==> config.mk <==
export PLATFORM = sky130hd
export DESIGN_NAME = turn_cmd_gen
export DESIGN_NICKNAME = d
export VERILOG_FILES = /design/src/rtl/turn_cmd_gen.sv
export SDC_FILE = /design/constraint.sdc
export NUM_CORES = 1
export LEC_CHECK = 0
export BUFFER_PORTS_ARGS = -buffer_cell sky130_fd_sc_hd__buf_2
export CAP_MARGIN = 20
export CORE_MARGIN = 5
export CORE_UTILIZATION = 50
export CTS_BUF_LIST = sky130_fd_sc_hd__clkbuf_4 sky130_fd_sc_hd__clkbuf_8 sky130_fd_sc_hd__clkbuf_16
export CTS_CLUSTER_SIZE = 20
export DETAILED_ROUTE_END_ITERATION = 10
export HOLD_SLACK_MARGIN = 0.1
export PLACE_DENSITY = 0.69
export SLEW_MARGIN = 5
export SYNTH_ARGS = -nofsm -noshare
export SYNTH_HDL_FRONTEND = slang
export SYNTH_SLANG_ARGS = --single-unit
==> constraint.sdc <==
create_clock -name clk -period 2 [get_ports clk]
set_clock_uncertainty 0.15 [all_clocks]
set_input_delay 0.4 -clock clk [delete_from_list [all_inputs] [get_ports clk]]
set_output_delay 0.4 -clock clk [all_outputs]
set_load 0.005 [all_outputs]
==> src/rtl/turn_cmd_gen.sv <==
// Driver pushbutton front end for the tail-light sequencer: synchronise, debounce and
// edge-detect the buttons, then run the LEFT/RIGHT/HAZARD mode FSM with brake overlay.
//
// state  | meaning
// IDLE   | no turn request, l=r=0
// LEFT   | left signal active until toggled, switched or timed out
// RIGHT  | right signal active until toggled, switched or timed out
// HAZARD | both lamps blink together; l/r presses ignored
module turn_cmd_gen #(
    parameter int DEB_CYCLES    = 16,
    parameter int TICK_DIV      = 1000000,
    parameter int TIMEOUT_TICKS = 20,
    parameter int BLINK_TICKS   = 4
) (
    input  logic       clk,
    input  logic       rst,
    input  logic       btn_l,
    input  logic       btn_r,
    input  logic       btn_hz,
    input  logic       btn_brk,
    output logic       l,
    output logic       r,
    output logic       halt,
    output logic [1:0] mode
);

    typedef enum logic [1:0] {
        IDLE   = 2'd0,
        LEFT   = 2'd1,
        RIGHT  = 2'd2,
        HAZARD = 2'd3
    } mode_t;

    localparam int DW = $clog2(DEB_CYCLES + 1);
    localparam int TW = $clog2(TICK_DIV);
    localparam int OW = $clog2(TIMEOUT_TICKS + 1);
    localparam int BW = $clog2(BLINK_TICKS + 1);

    localparam logic [DW-1:0] DEB_LAST  = DW'(DEB_CYCLES - 1);
    localparam logic [TW-1:0] TICK_LAST = TW'(TICK_DIV - 1);
    localparam logic [OW-1:0] TO_END    = OW'(TIMEOUT_TICKS);
    localparam logic [BW-1:0] BL_END    = BW'(BLINK_TICKS);

    // bit order everywhere: 0 = left, 1 = right, 2 = hazard, 3 = brake
    logic [3:0]    raw;
    logic [3:0]    sync1_q, sync2_q;
    logic [3:0]    deb_q, deb_d;
    logic [DW-1:0] deb_cnt_q [4];
    logic [DW-1:0] deb_cnt_d [4];
    logic [3:0]    press;

    logic [TW-1:0] tick_cnt_q, tick_cnt_d;
    logic          tick;
    logic [OW-1:0] to_cnt_q, to_cnt_d;
    logic [BW-1:0] blink_cnt_q, blink_cnt_d;
    logic          phase_q, phase_d;
    mode_t         mode_q, mode_d;
    logic          l_q, l_d, r_q, r_d, halt_q, halt_d;

    assign raw = {btn_brk, btn_hz, btn_r, btn_l};

    // press is the rising edge of the debounced value, seen in the same cycle it flips
    always_comb begin
        deb_d = deb_q;
        for (int i = 0; i < 4; i++) begin
            deb_cnt_d[i] = '0;
            if (sync2_q[i] != deb_q[i]) begin
                if (deb_cnt_q[i] == DEB_LAST) begin
                    deb_d[i] = sync2_q[i];
                end else begin
                    deb_cnt_d[i] = deb_cnt_q[i] + DW'(1);
                end
            end
        end
        press = deb_d & ~deb_q;
    end

    assign tick       = (tick_cnt_q == TICK_LAST);
    assign tick_cnt_d = tick ? '0 : tick_cnt_q + TW'(1);

    always_comb begin
        mode_d      = mode_q;
        to_cnt_d    = to_cnt_q;
        blink_cnt_d = blink_cnt_q;
        phase_d     = phase_q;
        if (press[2]) begin
            if (mode_q == HAZARD) begin
                mode_d = IDLE;
            end else begin
                mode_d      = HAZARD;
                phase_d     = 1'b1;
                blink_cnt_d = '0;
            end
        end else if ((press[0] ^ press[1]) && (mode_q != HAZARD)) begin
            to_cnt_d = '0;
            if (press[0]) begin
                mode_d = (mode_q == LEFT) ? IDLE : LEFT;
            end else begin
                mode_d = (mode_q == RIGHT) ? IDLE : RIGHT;
            end
        end else if (tick) begin
            case (mode_q)
                LEFT, RIGHT: begin
                    if (to_cnt_q != TO_END) begin
                        to_cnt_d = to_cnt_q + OW'(1);
                    end
                    if (to_cnt_d == TO_END) begin
                        mode_d = IDLE;
                    end
                end
                HAZARD: begin
                    if (blink_cnt_q + BW'(1) == BL_END) begin
                        blink_cnt_d = '0;
                        phase_d     = ~phase_q;
                    end else begin
                        blink_cnt_d = blink_cnt_q + BW'(1);
                    end
                end
                default: ;
            endcase
        end
    end

    always_comb begin
        l_d    = (mode_q == LEFT)  || ((mode_q == HAZARD) && phase_q);
        r_d    = (mode_q == RIGHT) || ((mode_q == HAZARD) && phase_q);
        halt_d = deb_q[3];
    end

    always_ff @(posedge clk) begin
        if (rst) begin
            sync1_q     <= '0;
            sync2_q     <= '0;
            deb_q       <= '0;
            for (int i = 0; i < 4; i++) begin
                deb_cnt_q[i] <= '0;
            end
            tick_cnt_q  <= '0;
            to_cnt_q    <= '0;
            blink_cnt_q <= '0;
            phase_q     <= 1'b0;
            mode_q      <= IDLE;
            l_q         <= 1'b0;
            r_q         <= 1'b0;
            halt_q      <= 1'b0;
        end else begin
            sync1_q     <= raw;
            sync2_q     <= sync1_q;
            deb_q       <= deb_d;
            for (int i = 0; i < 4; i++) begin
                deb_cnt_q[i] <= deb_cnt_d[i];
            end
            tick_cnt_q  <= tick_cnt_d;
            to_cnt_q    <= to_cnt_d;
            blink_cnt_q <= blink_cnt_d;
            phase_q     <= phase_d;
            mode_q      <= mode_d;
            l_q         <= l_d;
            r_q         <= r_d;
            halt_q      <= halt_d;
        end
    end

    assign l    = l_q;
    assign r    = r_q;
    assign halt = halt_q;
    assign mode = mode_q;

endmodule
### Word level (Yosys, flattened, before mapping)

Memory sizes are Yosys's and may differ from the RTL's.
Cells that the tools add are included.

* flip-flop bits (word level): 46
* word-level logic and storage cells: 116
* bits of input ports: 6
* output and inout port bits: 5
* RAM bits: 20
* memories kept: 1

* $add $sub $neg: 7
* equal/unequal tests: 18
* muxes and demuxes: 52
* bitwise logic cells: 9
* reductions and logical operators: 18

Memories
* deb_cnt_q: depth 4, width 5, rd ports 4, clocked after Yosys merged registers in 0, write ports 4, line 48 `logic [DW-1:0] deb_cnt_q [4];`

Operators with widths (count)
* $mux 5: 20
* $add 5x1->5 const B: 5
* $add 20x1->20 const B: 1
* $eq 20x20->1 const B: 1
* $eq 5x4->1 const B: 4
* $mux 1: 18
* $mux 3: 6
* $mux 2: 8
* $reduce_bool 2->1: 5
* $reduce_bool 3->1: 3
* $ne 2x2->1 const B: 3
* $reduce_and 3->1: 2
* $eq 5x5->1 const B: 1
* $ne 5x5->1 const B: 1
* $reduce_and 5->1: 1
* $eq 2x2->1 const B: 2
* $ne 1x1->1: 4
* $or 1x1->1: 4
* $reduce_and 4->1: 1
* $reduce_or 2->1: 2
* $add 3x1->3 const B: 1
* $and 3x3->3: 1
* $eq 3x3->1 const B: 1
* $not 3->3: 1
* other kinds (5): 8

### Depth between registers and ports, before layout

* depth after elaboration: 14
* depth in mapped cells: 9
* mapped depth without buffers: 8

### Least setup slack after synthesis

Ideal clock, no wire load.

* path type: register to register
* from: memory deb_cnt_q[1][0] in the netlist's numbering
* to: register to_cnt_q[1]
* required time: 1.791 ns
* arrival: 1.846 ns
* cell stages (with the launch flop): 9
* slack: -0.055 ns
* path buffers: 0
* library setup time: 0.059 ns
* period minus slack after synthesis: 2.055 ns
* path through: dfxtp_1 > ha_1 > and3_1 > ha_1 > and3b_2 > xor2_1 > o32ai_1 > a21oi_1 > a22o_1

RTL lines
* start, declared: line 48
* end signal, assigned: line 154 `to_cnt_q <= to_cnt_d;`
* end, declared: line 54 `logic [OW-1:0] to_cnt_q, to_cnt_d;`

==> metrics <==
Synth Warn # 0; total gr overflow 0; P&R area growth vs syn 25.2%; Critical Path End Type register; Cell Rows 28; PwrDens a little under 700 mW/mm^2; CP max-delay cell dfxtp_2; TritonCTS buffer count 9; Power Total 2.50 mW; Arr. time, crit path 2.10 ns; Vias 2,319; Slew Limit Fails 0; distinct cell type count after synthesis 51; Net count, final 381; most common cell after layout, fill and taps aside dfxtp_1; VDD IR-drop max 0.551 mV; RSZ-0062 raised after global routing yes; final antenna-violating net count 0; max_slew headroom about three quarters; final core occ 63.5%; HP Class input pin to register; sequential share of the synthesized area 44.8%; CTS tree yes; Final HPWL DP 3820 microns; Root Driver clkbuf_8; crit-path cells ha_4, and3_4, ha_4, nand3b_1, xor2_4, o32ai_2, a21oi_2, a22o_1; final hold vios 0; Routed WL ~5600 microns; Final Worst Setup Slack -0.00969 ns; Peak Freq around 500 MHz; routed wire length per instance 12.7 microns; most frequent cells in the layout dfxtp_1 (60), nor2_1 (51), buf_4 (34); Req. time, crit path 2.09 ns; I/O Pins 11; n_diodes 0; Worst-path clk slew 0.07 ns; Final min period 2.01 ns; WS Path Type register to register; Syn Nets 334; synthesized instance count 312; total core area 0.00582 sq mm; first-pass GRT wire length 9760 microns; max_cap viols 0; die footprint 0.00754 sq mm; clk_lat worst skew roughly 0.34 ns; H-tree lvl count 3; Die Span X between 80 and 90 microns; CP Max Fanout 5; Worst-Margin Slew around 0.37 ns; Initial Util about half; Finished Cell Area ~0.0037 sq mm; crit start category register; #FFs+latches synth 66; Fin Setup TNS -0.00969 ns; largest net degree at the start of global routing 23; Area after DPL 0.00331 sq mm; drt via density 5.28; mapped cell area 0.00295 sq mm; Post-Syn Area per Cell 9.46 sq um; area occupied by multi-input gates 0.00170 sq mm; failing checks negative setup slack; I/O Buffers 10; share of layout cells above drive strength 1 about 28%; status complete, but fails checks; cell repeated most along the worst path ha_4; drc violations 0; router iterations before antenna repair 4; Clock Path Buffers 2; delay of the slowest cell on the worst path 0.36 ns; Seq. cell area 0.00133 sq mm; initial antenna violation count 0; die height 86.8 microns; clk sinks 66; All-Layer GR Usage 16.3%; vias in the first global route around 2,300; Final setup viols 1; fillers 486; Leak 1.45 nW; fin crit share 100%; DRC marker count from the first detailed-route iteration 95; Final Wtd Congestion 0.758
[synth_stat cells (all sizes together)]
cell	count	area [sq um]
a2111oi	1	8.76
and3b	2	18.8
o2111ai	2	17.5
nand3b	2	15.0
nand4b	1	8.76
nor4	1	21.3
nor3b	1	7.51
a21o	3	22.5
dfxtp	66	1320
inv	14	52.6
o21ai	3	15.0
mux2	1	11.3
mux2i	4	40.0
or4b	2	23.8
nor3	6	30.0
and2	2	12.5
or2	4	25.0
nor2b	10	62.6
or2b	2	17.5
a221oi	2	23.8
a22oi	1	7.51
nor2	52	195
nand4bb	1	16.3
o31ai	3	22.5
or3	4	25.0
a21oi	7	35.0
clkbuf	4	15.0
nand3	15	75.1
ha	16	200
xor2	20	175
nand2b	1	6.26
nand4	9	56.3
and3	8	50.1
o211ai	1	7.51
and4	3	27.5
nor4b	2	17.5
buf	5	38.8
xnor2	14	123
a31o	1	8.76
nand2	9	36.3
a31oi	2	12.5
o32ai	1	8.76
a22o	4	35.0
[metal layers]
layer / global-route usage, % / part of all wire [%]
met1: 16.9 / 43
met2: 30.1 / 52
met3: 6.08 / 4.2
met4: 5.24 / 1.5
met5: 0 / 0
[repair_timing]
action	4_1_cts	5_1_grt
setup endpoints to repair	7	29
endpoints found under the hold margin	0	0
pin swaps	10	18
setup buffers	0	1
resized for setup	17	19
hold buffers	0	0
[where the power goes]
part | leakage [nW] | switching (mW) | internal [mW] | total [mW]
clock network | 0.0962 | 0.501 | 0.599 | 1.10
logic | 0.818 | 0.0345 | 0.0294 | 0.0639
registers | 0.537 | 0.00981 | 1.33 | 1.34
[cell type report]
cell class              instances  area share, %
multi-input cells             223           46.0
flip-flops and latches         66           36.0
repair buffers                 45           8.81
clock buffers                  11           3.76
well taps                      75           2.54
clock inverters                 5           1.49
inverters                      14           1.42
[state kept, by name (all words and copies together) (netlist names)]
name and cells:
blink_cnt_q 3, deb_cnt_q 20, deb_q 4, halt 1, l 1, mode 2
phase_q 1, r 1, sync1_q 4, sync2_q 4, tick_cnt_q 20, to_cnt_q 5
[worst paths after layout]
path / cells past startpoint / slack [ns] / start / to
worst min-delay path: 2 / 0.12 / btn_r / sync1_q[1]$_SDFF_PP0_
worst max-delay path: 8 / -0.01 / deb_cnt_q[0][0]$_SDFF_PP0_ / to_cnt_q[3]$_SDFFE_PP0P_
worst min register to register: 1 / 0.29 / sync1_q[0]$_SDFF_PP0_ / sync2_q[0]$_SDFF_PP0_
worst max register to register: 8 / -0.01 / deb_cnt_q[0][0]$_SDFF_PP0_ / to_cnt_q[3]$_SDFFE_PP0P_
[critical path, delay by kind of cell (launching register included)]
kind,cells,cell delay [ns]
compound gates,3,0.52
simple gates,2,0.39
flops,1,0.36
fa+ha+maj,2,0.25
xor+xnor,1,0.23
[stage by stage]
step / hold slack, ns / worst slack, ns / cells
floorplan: 0.264 / 0.00916 / 312
global placement: 0.271 / -0.0208 / 422
detailed placement: 0.274 / -0.0553 / 422
CTS: 0.108 / -0.0394 / 438
global route: 0.114 / -0.126 / 439
finish: 0.115 / -0.00969 / 439
[kinds of logic after synthesis]
| group | count (synthesis) | share of synthesized area (%) |
|---|---|---|
| AOI/OAI and AO/OA | 31 | 7.63 |
| xor gates and xnor gates | 34 | 10.1 |
| adders and majority gates | 16 | 6.79 |
| buffers and inverters | 23 | 3.60 |
| DFF | 66 | 44.8 |
| muxes | 5 | 1.74 |
| and+or+nand+nor | 137 | 25.4 |
(Power assumes the default switching activity.)
